===== src/rtl/vedic_pkg.sv =====
// Shared width helpers for the pipelined Vedic multiplier and its recursive core.
package vedic_pkg;

    function automatic int half_w(input int w);
        return w / 2;
    endfunction

    function automatic int prod_w(input int w);
        return 2 * w;
    endfunction

endpackage


===== src/rtl/vedic_nxn_comb.sv =====
// Combinational recursive Urdhva-Tiryagbhyam multiplier, N a power of two >= 2.
// N=2 is the bit-level base case; larger N splits into four N/2 products.
module vedic_nxn_comb
    import vedic_pkg::*;
#(
    parameter int N = 4
) (
    input  logic [N-1:0]   a,
    input  logic [N-1:0]   b,
    output logic [2*N-1:0] p
);

    if (N == 2) begin : g_base
        logic t10_s;
        logic t01_s;
        logic t11_s;
        logic c1_s;

        assign t10_s = a[1] & b[0];
        assign t01_s = a[0] & b[1];
        assign t11_s = a[1] & b[1];
        assign c1_s  = t10_s & t01_s;
        assign p     = {t11_s & c1_s, t11_s ^ c1_s, t10_s ^ t01_s, a[0] & b[0]};
    end else begin : g_rec
        localparam int HN = half_w(N);

        logic [N-1:0] q0_s;
        logic [N-1:0] q1_s;
        logic [N-1:0] q2_s;
        logic [N-1:0] q3_s;
        logic [N:0]   mid_s;

        vedic_nxn_comb #(.N(HN)) u_q0 (.a(a[HN-1:0]), .b(b[HN-1:0]), .p(q0_s));
        vedic_nxn_comb #(.N(HN)) u_q1 (.a(a[N-1:HN]), .b(b[HN-1:0]), .p(q1_s));
        vedic_nxn_comb #(.N(HN)) u_q2 (.a(a[HN-1:0]), .b(b[N-1:HN]), .p(q2_s));
        vedic_nxn_comb #(.N(HN)) u_q3 (.a(a[N-1:HN]), .b(b[N-1:HN]), .p(q3_s));

        // Cross terms carry one extra bit before being placed at the half-width offset.
        assign mid_s = {1'b0, q1_s} + {1'b0, q2_s};
        assign p     = {q3_s, q0_s} + ({{(N-1){1'b0}}, mid_s} << HN);
    end

endmodule


===== src/rtl/vedic_mult_pipe.sv =====
// Two-stage pipelined Vedic multiplier with valid/ready on both sides and a sideband tag.
// Define VEDIC_SIGNED_EN to add in_signed for per-operation two's-complement operands.
module vedic_mult_pipe
    import vedic_pkg::*;
#(
    parameter int WIDTH = 8,
    parameter int TAG_W = 4,
    localparam int H      = half_w(WIDTH),
    localparam int PROD_W = prod_w(WIDTH)
) (
    input  logic              clk,
    input  logic              rst_n,
    input  logic              in_valid,
    output logic              in_ready,
    input  logic [WIDTH-1:0]  in_a,
    input  logic [WIDTH-1:0]  in_b,
    input  logic [TAG_W-1:0]  in_tag,
`ifdef VEDIC_SIGNED_EN
    input  logic              in_signed,
`endif
    output logic              out_valid,
    input  logic              out_ready,
    output logic [PROD_W-1:0] out_prod,
    output logic [TAG_W-1:0]  out_tag,
    output logic              busy
);

    typedef struct packed {
        logic [WIDTH-1:0] q0;
        logic [WIDTH-1:0] q1;
        logic [WIDTH-1:0] q2;
        logic [WIDTH-1:0] q3;
        logic [TAG_W-1:0] tag;
        logic             sign;
    } s1_payload_t;

    s1_payload_t       s1_r;
    s1_payload_t       s1_next_s;
    logic              s1_valid_r;
    logic              s2_valid_r;
    logic              s1_en_s;
    logic              s2_en_s;
    logic              accept_s;
    logic [WIDTH-1:0]  a_mag_s;
    logic [WIDTH-1:0]  b_mag_s;
    logic              sign_s;
    logic [WIDTH-1:0]  q0_s;
    logic [WIDTH-1:0]  q1_s;
    logic [WIDTH-1:0]  q2_s;
    logic [WIDTH-1:0]  q3_s;
    logic [WIDTH:0]    mid_s;
    logic [PROD_W-1:0] sum_s;
    logic [PROD_W-1:0] prod_s;

    assign s2_en_s  = ~s2_valid_r | out_ready;
    assign s1_en_s  = ~s1_valid_r | s2_en_s;
    assign in_ready = s1_en_s;
    assign accept_s = in_valid & s1_en_s;

    // Operand magnitudes and product sign; |-2^(W-1)| still fits unsigned in WIDTH bits.
    always_comb begin
        a_mag_s = in_a;
        b_mag_s = in_b;
        sign_s  = 1'b0;
`ifdef VEDIC_SIGNED_EN
        if (in_signed) begin
            a_mag_s = in_a[WIDTH-1] ? (~in_a + WIDTH'(1'b1)) : in_a;
            b_mag_s = in_b[WIDTH-1] ? (~in_b + WIDTH'(1'b1)) : in_b;
            sign_s  = in_a[WIDTH-1] ^ in_b[WIDTH-1];
        end else begin
            sign_s  = 1'b0;
        end
`endif
    end

    vedic_nxn_comb #(.N(H)) u_q0 (.a(a_mag_s[H-1:0]),     .b(b_mag_s[H-1:0]),     .p(q0_s));
    vedic_nxn_comb #(.N(H)) u_q1 (.a(a_mag_s[WIDTH-1:H]), .b(b_mag_s[H-1:0]),     .p(q1_s));
    vedic_nxn_comb #(.N(H)) u_q2 (.a(a_mag_s[H-1:0]),     .b(b_mag_s[WIDTH-1:H]), .p(q2_s));
    vedic_nxn_comb #(.N(H)) u_q3 (.a(a_mag_s[WIDTH-1:H]), .b(b_mag_s[WIDTH-1:H]), .p(q3_s));

    // Pack the stage-1 payload from the partial products and sideband.
    always_comb begin
        s1_next_s      = '0;
        s1_next_s.q0   = q0_s;
        s1_next_s.q1   = q1_s;
        s1_next_s.q2   = q2_s;
        s1_next_s.q3   = q3_s;
        s1_next_s.tag  = in_tag;
        s1_next_s.sign = sign_s;
    end

    // Stage-2 recombination of the registered partial products, then sign restore.
    always_comb begin
        mid_s  = {1'b0, s1_r.q1} + {1'b0, s1_r.q2};
        sum_s  = {s1_r.q3, s1_r.q0} + ({{(WIDTH-1){1'b0}}, mid_s} << H);
        prod_s = s1_r.sign ? (~sum_s + PROD_W'(1'b1)) : sum_s;
    end

    // Stage 1: load on accept, empty when drained without a refill.
    always_ff @(posedge clk or negedge rst_n) begin
        if (!rst_n) begin
            s1_valid_r <= 1'b0;
            s1_r       <= '0;
        end else if (accept_s) begin
            s1_valid_r <= 1'b1;
            s1_r       <= s1_next_s;
        end else if (s1_en_s) begin
            s1_valid_r <= 1'b0;
        end
    end

    // Stage 2 doubles as the output register; it holds while downstream stalls.
    always_ff @(posedge clk or negedge rst_n) begin
        if (!rst_n) begin
            s2_valid_r <= 1'b0;
            out_prod   <= '0;
            out_tag    <= '0;
        end else if (s2_en_s) begin
            s2_valid_r <= s1_valid_r;
            out_prod   <= prod_s;
            out_tag    <= s1_r.tag;
        end
    end

    assign out_valid = s2_valid_r;
    assign busy      = s1_valid_r | s2_valid_r;

endmodule


===== config.mk =====
export PLATFORM = sky130hd
export DESIGN_NAME = vedic_mult_pipe
export DESIGN_NICKNAME = d
export VERILOG_FILES = /design/src/rtl/vedic_pkg.sv /design/src/rtl/vedic_nxn_comb.sv /design/src/rtl/vedic_mult_pipe.sv
export SDC_FILE = /design/constraint.sdc
export NUM_CORES = 1
export LEC_CHECK = 0
export ABC_AREA = 1
export ABC_CLOCK_PERIOD_IN_PS = 7700
export BUFFER_PORTS_ARGS = -buffer_cell sky130_fd_sc_hd__buf_2
export CAP_MARGIN = 20
export CORE_ASPECT_RATIO = 0.8
export CORE_MARGIN = 3
export CORE_UTILIZATION = 66
export CTS_CLUSTER_DIAMETER = 150
export CTS_CLUSTER_SIZE = 16
export DETAILED_ROUTE_END_ITERATION = 6
export PLACE_DENSITY = 0.95
export SLEW_MARGIN = 20
export SYNTH_ARGS = -nofsm -noshare
export SYNTH_HDL_FRONTEND = slang
export SYNTH_SLANG_ARGS = --single-unit

===== constraint.sdc =====
create_clock -name clk -period 7.7 [get_ports clk]
set_clock_uncertainty 0.05 [all_clocks]
set_input_delay 0 -clock clk [delete_from_list [all_inputs] [get_ports clk]]
set_output_delay 0 -clock clk [all_outputs]
set_load 0.01 [all_outputs]

==> results.sh, run 1 <==
export IMPL_final_instance_area_sq_mm=0.005802
export IMPL_setup_violations=0
export IMPL_path_class_of_the_lowest_slack_min_delay_path="in2reg"
export IMPL_power_density_over_the_cells_mw_per_mm2=261.0
export IMPL_detailed_route_wirelength_on_metal3_um=1426
export IMPL_period_share_pct=40.03
export IMPL_clock_tree_buffer_depth=2
export IMPL_max_freq_mhz=324.4
export IMPL_total_standard_cell_area_after_synthesis_sq_mm=0.005224
export IMPL_fp_dieW_um=105.5
export IMPL_power_leakage_nw=3.708
export IMPL_syn_avg_cell_area_sq_um=7.296
export IMPL_ys_seq_elements=58
export IMPL_firstDrtPassIters=6
export IMPL_grt_overflow=0
export IMPL_worst_slew_pin_slew_ns=0.8191
export IMPL_clk_transition_reported_paths_ns=0.07
export IMPL_num_rows=28
export IMPL_routedLengthMet1_um=5288
export IMPL_timing_final_hold_violations=0
export IMPL_max_cap_viols=0
export IMPL_postPlaceCellArea_sq_mm=0.005465
export IMPL_final_antenna_net_count=0
export IMPL_cts_hold_buffers=11
export IMPL_startpoint_type="primary input"
export IMPL_grt_max_degree=59
export IMPL_route_detailed_drc=0
export IMPL_place_gp_congestion=0.9602
export IMPL_fin_tns_setup_ns=0
export IMPL_grt_pass1_wl_um=23640
export IMPL_yosysWarningCount=0
export IMPL_via_count=5078
export IMPL_cts_buffers_inserted=9
export IMPL_route_detailed_wl_per_inst_um=15.93
export IMPL_fin_crit_ns=3.082
export IMPL_routed_wl_um=13850
export IMPL_synth_nets=837
export IMPL_antenna_found_initial=0
export IMPL_clock_sink_count=58
export IMPL_criticalPathCategory="in2reg"
export IMPL_ctsResizeCount=0
export IMPL_clock_latency_ns=0.35
export IMPL_detail_route_vias_per_cell=5.843
export IMPL_drive_gt1_share_pct=9.555
export IMPL_rsz0062_at_grt="false"
export IMPL_die_height_um=85.57
export IMPL_post_cts_repair_setup_buffers=0
export IMPL_die_area_sq_mm=0.009025
export IMPL_core_area_sq_mm=0.007532
export IMPL_first_global_vias=5113
export IMPL_arrival_ns=3.26
export IMPL_highest_metal_layer_with_signal_wires="met4"
export IMPL_floorplan_initialDensity_pct=69.35
export IMPL_port_buffers=46
export IMPL_cts_htree_levels=3
export IMPL_yosys_cell_types_count=32
export IMPL_vdd_ir_drop_max_mv=0.1541
export IMPL_timing_final_max_slew_violations=0
export IMPL_cts_root_buffer="clkbuf_8"
export IMPL_run_status="finished clean"
export IMPL_floorplan_io_pins=47
export IMPL_grt_util_all_layers_pct=32.85
export IMPL_cts_tree="built"
export IMPL_antenna_cells_inserted=0
export IMPL_timing_critical_path_fanout_max=8
export IMPL_worst_setup_path_end_kind="flop"
export IMPL_drt_first_iter_violations=462
export IMPL_fillCellCount=504
export IMPL_place_hpwl_um=9713
export IMPL_syn2layout_area_growth_pct=11.07
export IMPL_dr_wl_met2_um=6517
export IMPL_critical_path_required_ns=7.88
export IMPL_synth_seq_area_share_pct=27.78
export IMPL_design_final_nets=880
export IMPL_relSlewSlack_pct=45.20
export IMPL_synthesized_instance_count=716
-- registers in the layout, indices dropped and copies added (netlist names) --
| signal | flops |
|---|---|
| out_tag | 4 |
| out_prod | 16 |
| s1_valid_r | 1 |
| out_valid | 1 |
| s1_r | 36 |
-- layout make-up --
type                       count  area, sq um  share of cell area [%]
tap                          105        131.4                   2.264
clock buffer                   9        123.9                   2.135
clock inverter                 7        102.6                   1.768
multi-input combinational    524         3239                   55.83
timing repair buffer          58        347.8                   5.995
sequential                    58         1451                   25.02
inverter                     108        405.4                   6.987
-- report_power, final --
group,total (W),switching [W],leakage (nW),internal (W)
Combinational,0.000751,0.000475,2.87,0.000276
Sequential,0.000445,0.0000597,0.726,0.000385
Clock,0.000318,0.000134,0.110,0.000185
-- cell usage in the layout (no fill, tap or decap), drive strengths merged, types with 6 or more instances in the layout --
master	netlist	final
dlygate4sd3	0	11
dfrtp	58	58
nor2	14	14
nand4	13	13
xnor2	16	16
clkbuf	16	9
nand2	262	262
buf	10	47
inv	107	108
o21ai	27	27
a21oi	26	26
fa	10	10
xor2	12	12
nand3	44	44
ha	87	87
or2	6	6
-- path summary, 6_finish.rpt --
check,start,endpoint,slack [ns],depth (start not counted)
setup / recovery,in_a[0],s1_r[36],4.62,17
hold / removal,in_b[1],s1_r[22],0.20,6
setup reg to reg,s1_r[13],out_prod[11],4.77,16
hold reg to reg,out_prod[8],out_prod[8],0.43,2
max in group asynchronous,rst_n,s1_valid_r,6.85,3
min in group asynchronous,rst_n,s1_r[35],0.27,3
-- per-stage QoR --
| stage | instances | worst slack [ns] | hold slack, ns | power, W | util [%] |
|---|---|---|---|---|---|
| 6_report | 869 | 4.618 | 0.2009 | 0.001514 | 77.03 |
| 5_1_grt | 869 | 4.460 | 0.2294 | 0.001631 | 77.03 |
| 4_1_cts | 869 | 4.713 | 0.1681 | 0.001489 | 77.03 |
| 3_5_place_dp | 842 | 4.917 | 0.1333 | 0.001149 | 72.56 |
| 3_3_place_gp | 842 | 5.035 | 0.1187 | 0.001116 | 72.56 |
| 2_1_floorplan | 716 | 5.178 | -0.3456 | 0.0009549 | - |
-- critical path, stage by stage --
cell	delay (ns)
dlygate4sd3_1	0.55
buf_2	0.20
nand2_1	0.09
inv_1	0.05
ha_1	0.19
ha_1	0.28
ha_1	0.35
a21oi_1	0.14
nand2_1	0.07
xor2_1	0.14
ha_1	0.36
nand2_1	0.11
or2_2	0.33
nand3_1	0.11
nand2_1	0.10
nand3_1	0.12
nand2_1	0.07
-- cell usage after synthesis --
master / instances / area [sq um]
nand2_1: 260 / 975.9
dfrtp_1: 58 / 1451
buf_1: 1 / 3.750
a22oi_1: 1 / 7.510
o211ai_1: 1 / 7.510
o21ai_2: 1 / 8.760
or2_0: 1 / 6.260
inv_2: 2 / 7.510
o31ai_1: 1 / 7.510
nor2_4: 1 / 11.26
inv_1: 105 / 394.1
nand3_1: 44 / 220.2
xnor2_1: 16 / 140.1
o21ai_0: 22 / 110.1
fa_1: 10 / 200.2
or2_1: 1 / 6.260
a31oi_1: 1 / 6.260
nand3b_1: 1 / 7.510
a21oi_1: 26 / 130.1
nand4_1: 13 / 81.33
nor3_1: 1 / 5.000
nand2_2: 2 / 12.51
or2_2: 4 / 25.02
a21boi_0: 1 / 7.510
xor2_1: 12 / 105.1
o21ai_1: 4 / 20.02
clkinv_1: 1 / 3.750
clkbuf_1: 16 / 60.06
buf_2: 6 / 30.03
nor2_1: 13 / 48.80
buf_6: 3 / 33.78
ha_1: 87 / 1089
-- routing by layer --
metal | GRT usage (%) | vias up
li1 | - | 2347
met1 | 39.60 | 2337
met2 | 55.03 | 307
met3 | 8.728 | 87
met4 | 15.97 | 0
met5 | 0 | -
-- cell families after synthesis --
family / Yosys count / share of synthesized area (%)
compound gates: 58 / 5.845
xor+xnor: 28 / 4.695
flops: 58 / 27.78
fa+ha+maj: 97 / 24.67
simple gates: 341 / 26.80
buf+inv: 134 / 10.20
No activity file was read; power rests on OpenSTA's default activity.
==> run 2: changes to the inputs <==
ABC_CLOCK_PERIOD_IN_PS = 3100   (was 7700)
CORE_UTILIZATION = 61   (was 66)
PLACE_DENSITY = 0.91   (was 0.95)
clock period = 3.1 ns   (was 7.7 ns; I/O delays follow)
==> run 2 against run 1 <==
  * Setup slack worse by 4.4 ns
  * Critical path depth down 1
  * Final area grew 0.39%
  * Flip-flop and latch count unchanged
  * Cell count grew 0.58%
  * Largest power group unchanged
  * Global-route usage fell by 5.2 points
  * Clock power is 150% higher
  * Non-clock buffer count increased by 2
  * Routed wire length is 11% lower
  * Highest routed layer unchanged
  * Sequential power is 150% higher
  * Count of clock-buffer cells in the layout did not move
  * Via count decreased by 7.0%
==> results.sh, run 2 (synthesis results as in run 1) <==
export IMPL_run_status="finished clean"
export IMPL_timing_final_max_slew_violations=0
export IMPL_dpl_worst_slack_ns=0.2892
export IMPL_num_rows=29
export IMPL_core_area_sq_mm=0.008128
export IMPL_max_freq_mhz=344.6
export IMPL_route_detailed_wl_per_inst_um=14.08
export IMPL_grt_max_degree=49
export IMPL_fp_dieW_um=109.5
export IMPL_clk_transition_reported_paths_ns=0.08
export IMPL_port_buffers=46
export IMPL_cts_root_buffer="clkbuf_8"
export IMPL_floorplan_io_pins=47
export IMPL_startpoint_type="flop"
export IMPL_layout_cells_most_common_list="nand2_1 (260), inv_1 (105), ha_1 (87)"
export IMPL_first_global_vias=4727
export IMPL_grt_util_all_layers_pct=27.65
export IMPL_die_area_sq_mm=0.009717
export IMPL_fin_crit_ns=2.902
export IMPL_syn2layout_area_growth_pct=11.50
export IMPL_clock_latency_ns=0.35
export IMPL_path_class_of_the_lowest_slack_min_delay_path="in2reg"
export IMPL_setup_violations=0
export IMPL_drt_first_iter_violations=233
export IMPL_worst_slew_pin_slew_ns=0.8975
export IMPL_design_final_nets=882
export IMPL_largest_registers="s1_r: 36 flops, out_prod: 16 flops, out_tag: 4 flops"
export IMPL_timing_critical_path_fanout_max=3
export IMPL_power_leakage_nw=3.712
export IMPL_final_common_cell="nand2_1"
export IMPL_startpoint="s1_r[21]"
export IMPL_routed_wl_um=12300
export IMPL_die_height_um=88.77
export IMPL_clock_tree_buffer_depth=2
export IMPL_timing_final_hold_violations=0
export IMPL_arrival_ns=3.08
export IMPL_cts_tree="built"
export IMPL_timing_hold_worst_start="in_valid"
export IMPL_worst_setup_path_end_kind="flop"
export IMPL_firstDrtPassIters=5
export IMPL_via_count=4724
export IMPL_antenna_found_initial=0
export IMPL_grt_overflow=0
export IMPL_cts_htree_levels=3
export IMPL_grt_pass1_wl_um=21100
export IMPL_power_density_over_the_cells_mw_per_mm2=635.0
export IMPL_rsz0062_at_grt="false"
export IMPL_final_antenna_net_count=0
export IMPL_antenna_cells_inserted=0
export IMPL_timing_hold_ws_ns=0.1249
export IMPL_critical_path_required_ns=3.28
export IMPL_place_hpwl_um=9490
export IMPL_vdd_ir_drop_max_mv=0.4539
export IMPL_setup_slack_ns=0.1980
export IMPL_cts_buffers_inserted=9
export IMPL_final_instance_area_sq_mm=0.005824
export IMPL_max_cap_viols=0
export IMPL_place_gp_congestion=0.9882
export IMPL_max_flop_register="s1_r"
export IMPL_relSlewSlack_pct=40.17
export IMPL_fin_tns_setup_ns=0
export IMPL_route_detailed_drc=0
export IMPL_criticalPathCategory="reg2reg"
export IMPL_postPlaceCellArea_sq_mm=0.005477
export IMPL_largest_register_ff_count=36
export IMPL_period_share_pct=93.61
export IMPL_clock_sink_count=58
export IMPL_detail_route_vias_per_cell=5.405
export IMPL_r2r_start="s1_r[21]"
export IMPL_drive_gt1_share_pct=9.791
export IMPL_floorplan_initialDensity_pct=64.27
-- run 2: critical path, cell delays in order, from the launching register on --
cell and delay, ns:
dfrtp_1 0.36, ha_1 0.17, inv_1 0.06, fa_1 0.39
inv_1 0.09, nand4_1 0.10, o211ai_1 0.14, xnor2_1 0.15
inv_1 0.08, ha_1 0.29, nand2_1 0.10, nor2_2 0.20
nand3_1 0.19, nand3_1 0.14, nand3_1 0.09, nand3_1 0.11
nand2_1 0.07
-- run 2: per-stage QoR --
step           instances  power (W)  utilization [%]
4_1_cts              874   0.003682            71.63
2_1_floorplan        716   0.002372                -
3_5_place_dp         846   0.002858            67.38
6_report             874   0.003699            71.66
3_3_place_gp         846   0.002795            67.38
5_1_grt              874   0.004018            71.66
-- run 2: layout make-up --
| class | instances | area, sq um |
|---|---|---|
| Tap cell | 108 | 135.1 |
| Fill cell | 646 | 2303 |
| Clock buffer | 9 | 123.9 |
| Sequential cell | 58 | 1451 |
| Multi-Input combinational cell | 524 | 3242 |
| Timing Repair Buffer | 60 | 365.4 |
| Inverter | 108 | 405.4 |
| Clock inverter | 7 | 101.3 |
-- run 2: path summary, 6_finish.rpt --
kind | endpoint | slack (ns) | cells past startpoint
setup / recovery | out_prod[15] | 0.20 | 16
hold / removal | s1_r[2] | 0.12 | 5
setup reg to reg | out_prod[15] | 0.20 | 16
hold reg to reg | out_tag[1] | 0.42 | 2
max in group asynchronous | s1_r[5] | 1.95 | 3
min in group asynchronous | s1_r[24] | 0.26 | 2
-- run 2: timing repair --
item,CTS,global route
endpoints found under the hold margin,68,0
gates resized for setup,0,1
setup endpoints to repair,0,1
setup buffers,0,0
hold buffers,12,0
-- run 2: report_power, final --
| part | total, W | switching [W] | internal, W | leakage [nW] |
|---|---|---|---|---|
| clock | 0.000793 | 0.000334 | 0.000459 | 0.106 |
| combinational | 0.00181 | 0.00112 | 0.000683 | 2.88 |
| sequential | 0.00110 | 0.000144 | 0.000957 | 0.726 |
-- run 2: per-layer routing --
layer | track usage, % | routed length, um | vias up
met1 | 35.33 | 5270 | 2198
met4 | 8.381 | 229 | 0
met5 | 0 | 0 | -
met2 | 46.93 | 5823 | 148
met3 | 6.492 | 979 | 25
li1 | - | - | 2353
==> run 3: changes to the inputs <==
REMOVE_ABC_BUFFERS = 1   (was unset)
==> run 3 against run 2 <==
  * Non-clock buffer count is the same
  * Flip-flop and latch count unchanged
  * Utilization shrank 0.37 points
  * Maximum frequency up 0.51%
  * Clock power decreased by 15%
  * Critical endpoint is now s1_r[12]
  * Largest power group unchanged
  * Critical path depth increased by 1
==> results.sh, run 3 (synthesis results as in run 1) <==
export IMPL_detail_route_vias_per_cell=5.436
export IMPL_power_spent_charging_and_discharging_nets_w=0.001522
export IMPL_critical_path_reg2reg_endpoint="out_prod[12]"
export IMPL_die_height_um=88.77
export IMPL_critical_path_max_stage_delay_ns=0.54
export IMPL_antenna_found_initial=0
export IMPL_critical_path_required_ns=3.25
export IMPL_timing_final_max_slew_violations=0
export IMPL_arrival_ns=3.04
export IMPL_switching_share_pct=42.87
export IMPL_vdd_ir_drop_max_mv=0.3754
export IMPL_power_density_over_the_cells_mw_per_mm2=612.7
export IMPL_routed_wl_um=12170
export IMPL_num_rows=29
export IMPL_fillCellCount=660
export IMPL_grt_util_all_layers_pct=27.15
export IMPL_cts_buffers_inserted=9
export IMPL_final_common_cell="nand2_1"
export IMPL_drive_gt1_share_pct=9.542
export IMPL_drt_first_iter_violations=395
export IMPL_comb_power_share_pct=50.4
export IMPL_worst_setup_path_end_kind="flop"
export IMPL_max_flop_register="s1_r"
export IMPL_startpoint="in_a[4]"
export IMPL_final_antenna_net_count=0
export IMPL_endpoint="s1_r[12]"
export IMPL_clock_sink_count=58
export IMPL_fin_crit_ns=2.887
export IMPL_criticalPathCategory="in2reg"
export IMPL_grt_max_degree=49
export IMPL_firstDrtPassIters=5
export IMPL_crit_path_cell_trace="dlygate4sd3_1 > buf_2 > nand2_1 > inv_1 > ha_1 > ha_1 > ha_4 > a21oi_1 > nand2_1 > xor2_1 > ha_1 > nand2_1 > or2_2 > nand3_1 > nand2_1 > nand3_1 > o21ai_0"
export IMPL_place_hpwl_um=9075
export IMPL_r2r_setup_slack_ns=0.25
export IMPL_fin_tns_setup_ns=0
export IMPL_fp_dieW_um=109.5
export IMPL_relSlewSlack_pct=61.79
export IMPL_cell_internal_pwr_w=0.002028
export IMPL_die_area_sq_mm=0.009717
export IMPL_largest_register_ff_count=36
export IMPL_dpl_worst_slack_ns=0.3239
export IMPL_rsz0062_at_grt="false"
export IMPL_largest_registers="s1_r: 36 flops, out_prod: 16 flops, out_tag: 4 flops"
export IMPL_period_share_pct=93.14
export IMPL_route_detailed_drc=0
export IMPL_grt_pass1_wl_um=21050
export IMPL_run_status="finished clean"
export IMPL_clk_transition_reported_paths_ns=0.06
export IMPL_core_area_sq_mm=0.008128
export IMPL_worst_slew_pin_slew_ns=0.5731
export IMPL_antenna_cells_inserted=0
export IMPL_layout_cells_most_common_list="nand2_1 (260), inv_1 (105), ha_1 (86)"
export IMPL_max_cap_viols=0
export IMPL_startpoint_type="primary input"
export IMPL_clock_tree_buffer_depth=2
export IMPL_port_buffers=46
export IMPL_max_freq_mhz=346.4
export IMPL_via_count=4746
export IMPL_post_route_util_pct=71.29
export IMPL_timing_final_hold_violations=0
export IMPL_cts_htree_levels=3
export IMPL_floorplan_initialDensity_pct=64.27
export IMPL_floorplan_io_pins=47
export IMPL_r2r_start="s1_r[15]"
export IMPL_power_leakage_nw=3.704
export IMPL_route_detailed_wl_per_inst_um=13.94
export IMPL_cts_root_buffer="clkbuf_8"
export IMPL_timing_critical_path_fanout_max=8
export IMPL_clockPowerShare_pct=19.1
export IMPL_design_final_nets=882
export IMPL_path_class_of_the_lowest_slack_min_delay_path="in2async"
export IMPL_syn2layout_area_growth_pct=10.92
export IMPL_clock_latency_ns=0.34
export IMPL_grt_overflow=0
export IMPL_setup_violations=0
export IMPL_sequentialPowerShare_pct=30.5
export IMPL_cts_tree="built"
export IMPL_timing_critical_path_mode_cell="nand2_1"
export IMPL_count_of_cells_along_the_worst_register_to_register_path=13
export IMPL_place_gp_congestion=0.9557
export IMPL_first_global_vias=4724
export IMPL_timing_critical_path_slowest_stage_cell="dlygate4sd3_1"
export IMPL_setup_slack_ns=0.2128
==> run 3: routing by layer <==
metal  GRT usage (%)  part of all wire, %  up-vias
li1                -                    -     2347
met1           35.18                   44     2215
met5               0                    0        -
met2           46.76                   48      162
met3           4.012                  6.2       22
met4           9.173                  1.6        0
==> run 3: repair_timing <==
action                                  in CTS  in global routing
hold buffers                                11                  0
resized for setup                            0                  1
endpoints found under the setup margin       0                  1
endpoints found under the hold margin       72                  0
setup buffers                                0                  1
==> run 3: area by class of cell <==
| class | count | area, sq um | area share, % |
|---|---|---|---|
| clock buffer | 12 | 145.1 | 2.505 |
| clock inverter | 3 | 40.04 | 0.6910 |
| inverter | 108 | 405.4 | 6.996 |
| multi-input combinational | 524 | 3252 | 56.12 |
| sequential | 58 | 1451 | 25.05 |
| tap | 108 | 135.1 | 2.332 |
| timing repair buffer | 60 | 365.4 | 6.305 |
==> run 3: worst min path at each step <==
stage,endpoint,start,slack [ns],depth (start not counted)
finish,out_prod[2],rst_n,0.16,2
global route,s1_valid_r,in_valid,0.19,4
CTS,s1_valid_r,in_valid,0.15,4
detailed placement,s1_r[2],in_tag[1],0.15,3
global placement,out_prod[3],rst_n,0.15,1
floorplan,out_prod[0],rst_n,-0.35,0
==> run 3: worst max-delay path: cells and delay by family <==
| family | cells | cell delay, ns |
|---|---|---|
| adder cells (fa/ha/maj) | 4 | 1.10 |
| AND/OR/NAND/NOR | 7 | 0.75 |
| XOR/XNOR | 1 | 0.15 |
| AO/OA/AOI/OAI | 2 | 0.26 |
| buffers and inverters | 3 | 0.77 |
==> run 3: metrics by stage <==
stage	power, W	cells	hold WS, ns	instance area (sq um)
after detailed placement	0.002816	846	0.1540	5477
after global placement	0.002739	846	0.1477	5477
final	0.003550	873	0.1598	5794
after floorplan	0.002338	690	-0.3456	5096
after global routing	0.003865	873	0.1883	5794
after CTS	0.003533	872	0.1505	5772
==> run 3: power by group through the flow <==
stage / combinational [W] / sequential [W] / clock (W)
after floorplan: 0.00122 / 0.00112 / 0
after global placement: 0.00166 / 0.00108 / 0
after detailed placement: 0.00172 / 0.00109 / 0
after CTS: 0.00177 / 0.00108 / 0.000688
after global routing: 0.00204 / 0.00111 / 0.000713
final: 0.00179 / 0.00108 / 0.000677
